`src/rtl/ascon_fsm_param.sv`:
```
// ---------------------------------------------------------------------------
// ascon_fsm_param
//
// Control FSM for an ASCON-128 AEAD datapath. The 320-bit state register
// lives outside this block. This FSM sequences the permutation rounds and
// raises the load, XOR and capture enables for the datapath.
//
// Supported traffic:
//   - Any number of associated-data blocks, including none.
//   - Any number of plaintext blocks.
//   - Blocks arrive on a valid/ready/last handshake.
//
// Round counts are parameters. The same block therefore serves full
// ASCON-128 (12/6) and reduced-round test builds.
//
// Optional feature (macro ASCON_DECRYPT_EN):
//   - Adds input decrypt_i, sampled together with start_i.
//   - Adds output en_replace_o.
//   - In a decrypt run, the first cycle of PT_RUN and of FINAL raises
//     en_replace_o instead of en_xor_data_o: the rate is overwritten by
//     the ciphertext rather than XORed.
//   - Without the macro the block is encrypt-only.
//
// Parameters:
//   ROUNDS_A  rounds of p^a (init, finalisation), 1..12
//   ROUNDS_B  rounds of p^b (AD and non-last PT blocks), 1..ROUNDS_A
//   BLK_W     width of the accepted-block counter
//
// Ports:
//   clock_i            single clock, rising edge
//   reset_i            synchronous, active-high; overrides everything
//   start_i            start request, sampled only in IDLE
//   ad_present_i       sampled with start_i; 0 = empty associated data
//   data_valid_i       a data block is offered
//   last_i             with data_valid_i: last block of the current phase
//   ready_o            FSM can accept a block (AD_WAIT / PT_WAIT only)
//   round_o            round-constant index for the permutation
//   init_state_o       load IV||K||N into the state register
//   en_reg_state_o     state register update enable
//   en_xor_data_o      XOR data block into the rate before the round
//   en_xor_begin_key_o XOR 0^64||K before the round
//   en_xor_end_key_o   XOR 0*||K after the round
//   en_xor_lsb_o       XOR the domain-separation bit after the round
//   en_cipher_o        capture the ciphertext register
//   cipher_valid_o     ciphertext register valid, one cycle after en_cipher_o
//   en_tag_o           capture the tag register
//   end_init_o         pulse: initialisation finished
//   end_associate_o    pulse: associated-data phase finished
//   end_o              pulse: tag valid
//   blk_cnt_o          blocks accepted since start, saturating
// ---------------------------------------------------------------------------
module ascon_fsm_param #(
  parameter int ROUNDS_A = 12,
  parameter int ROUNDS_B = 6,
  parameter int BLK_W    = 8
) (
  input  logic             clock_i,
  input  logic             reset_i,
  input  logic             start_i,
  input  logic             ad_present_i,
  input  logic             data_valid_i,
  input  logic             last_i,
`ifdef ASCON_DECRYPT_EN
  input  logic             decrypt_i,
  output logic             en_replace_o,
`endif
  output logic             ready_o,
  output logic [3:0]       round_o,
  output logic             init_state_o,
  output logic             en_reg_state_o,
  output logic             en_xor_data_o,
  output logic             en_xor_begin_key_o,
  output logic             en_xor_end_key_o,
  output logic             en_xor_lsb_o,
  output logic             en_cipher_o,
  output logic             cipher_valid_o,
  output logic             en_tag_o,
  output logic             end_init_o,
  output logic             end_associate_o,
  output logic             end_o,
  output logic [BLK_W-1:0] blk_cnt_o
);

  typedef enum logic [2:0] {
    IDLE    = 3'd0,
    INIT    = 3'd1,
    AD_WAIT = 3'd2,
    AD_RUN  = 3'd3,
    PT_WAIT = 3'd4,
    PT_RUN  = 3'd5,
    FINAL   = 3'd6,
    DONE    = 3'd7
  } state_t;

  // Round constants always end at index 11. A reduced-round permutation
  // therefore starts part way through the constant table.
  localparam logic [3:0]       BASE_A  = 4'(12 - ROUNDS_A);
  localparam logic [3:0]       BASE_B  = 4'(12 - ROUNDS_B);
  localparam logic [3:0]       LAST_A  = 4'(ROUNDS_A - 1);
  localparam logic [3:0]       LAST_B  = 4'(ROUNDS_B - 1);
  localparam logic [BLK_W-1:0] BLK_MAX = '1;

  state_t           state, state_nxt;
  logic [3:0]       rnd_cnt, rnd_cnt_nxt;
  logic             ad_present_q;
  logic             last_q;
  logic             accept;
  logic             ad_xor;
  logic             pt_load;
  logic             end_init_nxt, end_assoc_nxt;
  logic             end_init_p1, end_assoc_p1, cipher_valid_p1;
  logic [BLK_W-1:0] blk_cnt;
`ifdef ASCON_DECRYPT_EN
  logic             decrypt_q;
`endif

  // Next-state and Moore outputs. Every output depends only on the state
  // and the round counter, never combinationally on an input.
  always_comb begin
    state_nxt          = state;
    rnd_cnt_nxt        = 4'd0;
    ready_o            = 1'b0;
    round_o            = 4'd0;
    init_state_o       = 1'b0;
    en_reg_state_o     = 1'b0;
    en_xor_begin_key_o = 1'b0;
    en_xor_end_key_o   = 1'b0;
    en_xor_lsb_o       = 1'b0;
    en_cipher_o        = 1'b0;
    en_tag_o           = 1'b0;
    end_o              = 1'b0;
    end_init_nxt       = 1'b0;
    end_assoc_nxt      = 1'b0;
    accept             = 1'b0;
    ad_xor             = 1'b0;
    pt_load            = 1'b0;

    unique case (state)
      IDLE: begin
        if (start_i) state_nxt = INIT;
      end

      INIT: begin
        round_o        = BASE_A + rnd_cnt;
        en_reg_state_o = 1'b1;
        init_state_o   = (rnd_cnt == 4'd0);
        if (rnd_cnt == LAST_A) begin
          en_xor_end_key_o = 1'b1;
          // With no AD, the domain-separation bit is applied here,
          // because no AD run follows to carry it.
          en_xor_lsb_o     = ~ad_present_q;
          end_init_nxt     = 1'b1;
          state_nxt        = ad_present_q ? AD_WAIT : PT_WAIT;
        end else begin
          rnd_cnt_nxt = rnd_cnt + 4'd1;
        end
      end

      AD_WAIT: begin
        ready_o = 1'b1;
        accept  = data_valid_i;
        if (accept) state_nxt = AD_RUN;
      end

      AD_RUN: begin
        round_o        = BASE_B + rnd_cnt;
        en_reg_state_o = 1'b1;
        ad_xor         = (rnd_cnt == 4'd0);
        if (rnd_cnt == LAST_B) begin
          if (last_q) begin
            en_xor_lsb_o  = 1'b1;
            end_assoc_nxt = 1'b1;
            state_nxt     = PT_WAIT;
          end else begin
            state_nxt     = AD_WAIT;
          end
        end else begin
          rnd_cnt_nxt = rnd_cnt + 4'd1;
        end
      end

      PT_WAIT: begin
        ready_o = 1'b1;
        accept  = data_valid_i;
        if (accept) state_nxt = last_i ? FINAL : PT_RUN;
      end

      PT_RUN: begin
        round_o        = BASE_B + rnd_cnt;
        en_reg_state_o = 1'b1;
        pt_load        = (rnd_cnt == 4'd0);
        en_cipher_o    = (rnd_cnt == 4'd0);
        if (rnd_cnt == LAST_B) state_nxt = PT_WAIT;
        else                   rnd_cnt_nxt = rnd_cnt + 4'd1;
      end

      FINAL: begin
        round_o            = BASE_A + rnd_cnt;
        en_reg_state_o     = 1'b1;
        pt_load            = (rnd_cnt == 4'd0);
        en_cipher_o        = (rnd_cnt == 4'd0);
        en_xor_begin_key_o = (rnd_cnt == 4'd0);
        if (rnd_cnt == LAST_A) begin
          en_xor_end_key_o = 1'b1;
          en_tag_o         = 1'b1;
          state_nxt        = DONE;
        end else begin
          rnd_cnt_nxt = rnd_cnt + 4'd1;
        end
      end

      DONE: begin
        end_o     = 1'b1;
        state_nxt = IDLE;
      end

      default: state_nxt = IDLE;
    endcase

`ifdef ASCON_DECRYPT_EN
    // Decrypt overwrites the rate with ciphertext instead of XORing
    // plaintext. AD absorption is the same in both directions.
    en_xor_data_o = ad_xor | (pt_load & ~decrypt_q);
    en_replace_o  = pt_load & decrypt_q;
`else
    en_xor_data_o = ad_xor | pt_load;
`endif
  end

  // ---- stage p0 -> p1: state, counters, latched modes, delayed pulses ----
  always_ff @(posedge clock_i) begin
    if (reset_i) begin
      state           <= IDLE;
      rnd_cnt         <= 4'd0;
      ad_present_q    <= 1'b0;
      last_q          <= 1'b0;
      blk_cnt         <= '0;
      end_init_p1     <= 1'b0;
      end_assoc_p1    <= 1'b0;
      cipher_valid_p1 <= 1'b0;
`ifdef ASCON_DECRYPT_EN
      decrypt_q       <= 1'b0;
`endif
    end else begin
      state           <= state_nxt;
      rnd_cnt         <= rnd_cnt_nxt;
      end_init_p1     <= end_init_nxt;
      end_assoc_p1    <= end_assoc_nxt;
      cipher_valid_p1 <= en_cipher_o;
      if (state == IDLE && start_i) begin
        ad_present_q <= ad_present_i;
        blk_cnt      <= '0;
`ifdef ASCON_DECRYPT_EN
        decrypt_q    <= decrypt_i;
`endif
      end
      if (accept) begin
        if (blk_cnt != BLK_MAX) blk_cnt <= blk_cnt + BLK_W'(1);
        // Only an AD run needs to remember "last". A last PT block is
        // routed straight to FINAL at accept time.
        if (state == AD_WAIT) last_q <= last_i;
      end
    end
  end

  assign end_init_o      = end_init_p1;
  assign end_associate_o = end_assoc_p1;
  assign cipher_valid_o  = cipher_valid_p1;
  assign blk_cnt_o       = blk_cnt;

endmodule

```
`config.mk`:
```
export PLATFORM = sky130hd
export DESIGN_NAME = ascon_fsm_param
export DESIGN_NICKNAME = d
export VERILOG_FILES = /design/src/rtl/ascon_fsm_param.sv
export SDC_FILE = /design/constraint.sdc
export NUM_CORES = 1
export LEC_CHECK = 0
export BUFFER_PORTS_ARGS = -buffer_cell sky130_fd_sc_hd__buf_2
export CORE_UTILIZATION = 45
export DETAILED_ROUTE_END_ITERATION = 7
export PLACE_DENSITY = 0.76
export RECOVER_POWER = 25
export SYNTH_ARGS = -nofsm -noshare
export SYNTH_HDL_FRONTEND = slang
export SYNTH_SLANG_ARGS = --single-unit
```
`constraint.sdc`:
```
create_clock -name clock_i -period 1.8 [get_ports clock_i]
set_input_delay 0.18 -clock clock_i [delete_from_list [all_inputs] [get_ports clock_i]]
set_output_delay 0.18 -clock clock_i [all_outputs]
set_load 0.05 [all_outputs]
```
==> qor.csv <==
stage,metric,value,unit
setup_path,r2r-start,state[2]$_SDFFE_PP0P_,
synthesis,synth_area_leader_cell,dfxtp_1,
sta,clock.fmax,530,MHz
floorplanning,die_w,58.0,um
sta,period_needed,1.89,ns
hold_path,hp-start,ad_present_i,
sta,rsz0062_at_grt,yes,
grt,grt_usage,25.5,%
sta,setup_ws,-0.0870,ns
run,cap_violations,0,
placed_design,post-place-ws,0.0381,ns
finish,nets,238,
synthesis,asyncSetResetFlopFracSynth,0,%
setup_path,crit_arrival,1.71,ns
run_status,status,"complete, but fails checks",
placed_design,hpwl,2.70,mm
grt,grt-ovfl-total,0,
clock_network,clock_tree.root_cell,clkbuf_4,
floorplanning,start_util,49.5,%
synthesis,synthTopCellsByArea,"dfxtp_1, ha_1, nand2_1",
setup_path,reg2reg_depth,5,
finish,final_common_cell,buf_4,
clock_network,h-tree-depth,1,
setup_path,critical_path_class,flip-flop to output pin,
placed_design,portBuffers,30,
clock_network,cts.hold.buffers_added,0,
clock_network,clk_latency,0.32,ns
grt,grt_max_degree,21,
hold_path,worstHoldEndpoint,ad_present_q$_SDFFE_PP0P_,
synthesis,yosysWarnings,0,
synthesis,synth_fp_nets,188,
run_status,violations,"design-rule violations, negative setup slack",
synthesis,synth_seq_cells,20,
synthesis,synth_top_flop_cell,dfxtp_1,
synthesis,syn_avg_cell_area,8.03,sq um
detailed_routing,viasPerCell,6.03,
clock_network,clk_pin_slew_worst_paths,0.11,ns
clock_network,numCtsBuffers,3,
detailed_routing,drc_errors,2,
pwr,powerDensity,1170,mW/mm^2
pwr,leakagePower,0.765,nW
detailed_routing,dr_total_vias,1538,
synthesis,synth.top_cell.area_share,28.3,%
floorplanning,die_h,58.0,um
setup_path,cp_max_fo,5,
clock_network,cts.path.max_buffers,2,
floorplanning,core-area,0.00285,sq mm
grt,grt_pass1_vias,1457,
setup_path,start_kind,flip-flop,
finish,area_delta_synth_final,34.6,%
sta,maxSlewHeadroom,60.6,%
detailed_routing,initialDrtViolationCount,100,
detailed_routing,wl_per_cell,16.3,um
synthesis,synth_edf_count,0,
floorplanning,ios,31,
grt,grt_pass1_wl,6.67,mm
clock_network,clkSinkCount,20,
detailed_routing,drt_wl_total,4.16,mm
hold_path,hold_path.class,input port to flip-flop,
sta,totalNegativeSetupSlack,-0.326,ns
grt,antenna_found_initial,0,
floorplanning,dieArea,0.00337,sq mm
sta,hold_viol_final,0,
finish,drive_above_1_share,41.5,%
synthesis,synthCells,176,
finish,antenna-diode-count,0,
setup_path,end_kind,output pin,
synthesis,synth.distinct_cells,53,
detailed_routing,antenna_left,0,
finish,final_cell_mix,"buf_4, nand2_1, nor2_1",
sta,finalMaxSlewViolations,0,
sta,finalSetupViolCount,6,
setup_path,reg2reg_slack,0.10,ns
floorplanning,placementRows,19,
setup_path,r2r_end,blk_cnt_o[0]$_SDFF_PP0_,
synthesis,syn_area,0.00141,sq mm
placed_design,finalWeightedCongestion,0.946,
hold_path,min_path_cells,3,
setup_path,critPathRequiredTime,1.62,ns
pwr,peakVddDrop,704,uV
sta,period_share,105,%
clock_network,cts_tree,done,
detailed_routing,drtPass1Iterations,6,
sta,fin_skew,0.00292,ns
sta,worst_slew_pin_slew,0.594,ns
synthesis,synth-seq-area-share,28.3,%
synth_stat cells (2+ instances only):
cell	instances
o21ai_0	7
nand3_1	4
inv_1	13
dfxtp_1	20
buf_4	2
nand3_2	2
xnor2_1	2
nand4_1	2
a22o_1	3
nor3_1	6
nor2b_1	3
a31oi_1	2
nand3b_1	2
o41ai_1	2
nand2b_1	4
buf_2	3
a21o_1	3
or3_1	2
ha_1	6
and3b_1	2
nand2_1	19
a21oi_1	9
mux2i_1	2
o31ai_1	3
a211oi_1	2
o211ai_1	6
nor2_1	17
clkbuf_1	3
state kept, by name (all words and copies together) (netlist names):
signal / flops
blk_cnt_o: 8
cipher_valid_o: 1
end_associate_o: 1
state: 3
rnd_cnt: 4
last_q: 1
end_init_o: 1
ad_present_q: 1
power breakdown:
part           leakage (nW)  internal (W)  switching [W]
sequential            0.169      0.000519       0.000130
clock                0.0138     0.0000786       0.000147
combinational         0.581      0.000531       0.000819
layer usage:
metal / GRT usage (%) / up-vias / wire length (um)
li1: - / 736 / -
met1: 31.6 / 734 / 1670
met2: 44.0 / 55 / 2170
met3: 3.79 / 13 / 201
met4: 10.9 / 0 / 118
met5: 0 / - / 0
repair_timing:
item                                    CTS  global route
gates resized for setup                  32            13
endpoints found under the setup margin   14            16
buffers inserted                          8             2
cloned                                    0             0
endpoints found under the hold margin     0             0
pin swaps                                 6             9
critical path, cell delays in order (launching register included):
cell	delay (ns)
dfxtp_4	0.39
inv_1	0.12
ha_1	0.19
nand3_1	0.24
nor2_2	0.20
clkbuf_4	0.24
cell type report:
type,count,area (sq um)
repair buffers,53,357
multi-input cells,135,1010
well taps,31,38.8
fillers,232,951
clock buffers,3,22.5
flip-flops and latches,20,427
inverters,13,48.8
how the worst max path moves through the flow:
stage,start,end,slack [ns]
finish,rnd_cnt[0]$_SDFF_PP0_,en_cipher_o,-0.09
global route,rnd_cnt[1]$_SDFF_PP0_,en_cipher_o,-0.17
CTS,rnd_cnt[1]$_SDFF_PP0_,en_xor_lsb_o,-0.06
detailed placement,state[0]$_SDFFE_PP0P_,en_xor_end_key_o,0.04
global placement,rnd_cnt[1]$_SDFF_PP0_,round_o[3],0.1
floorplan,blk_cnt_o[0]$_SDFF_PP0_,blk_cnt_o[0]$_SDFF_PP0_,0.01
kinds of logic (layout without fill, tap and decap cells):
kind of cell / count (synthesis) / in the layout / synth area share, %
mux: 5 / 5 / 4.07
flops: 20 / 20 / 28.3
buf+inv: 21 / 69 / 6.38
simple gates: 72 / 72 / 27.4
xor+xnor: 4 / 4 / 3.01
fa+ha+maj: 7 / 7 / 6.02
compound gates: 47 / 47 / 24.8
metrics by stage:
step	instances	total power [W]	hold WS [ns]	instance area, sq um	utilization [%]
after detailed placement	243	0.00182	0.436	1700	59.4
after CTS	254	0.00212	0.0989	1860	65.2
final	255	0.00222	0.0858	1900	66.7
after global placement	243	0.00178	0.426	1700	59.4
after floorplan	176	0.00152	0.316	1440	-
after global routing	255	0.00235	0.118	1900	66.7
(Power assumes the default switching activity.)
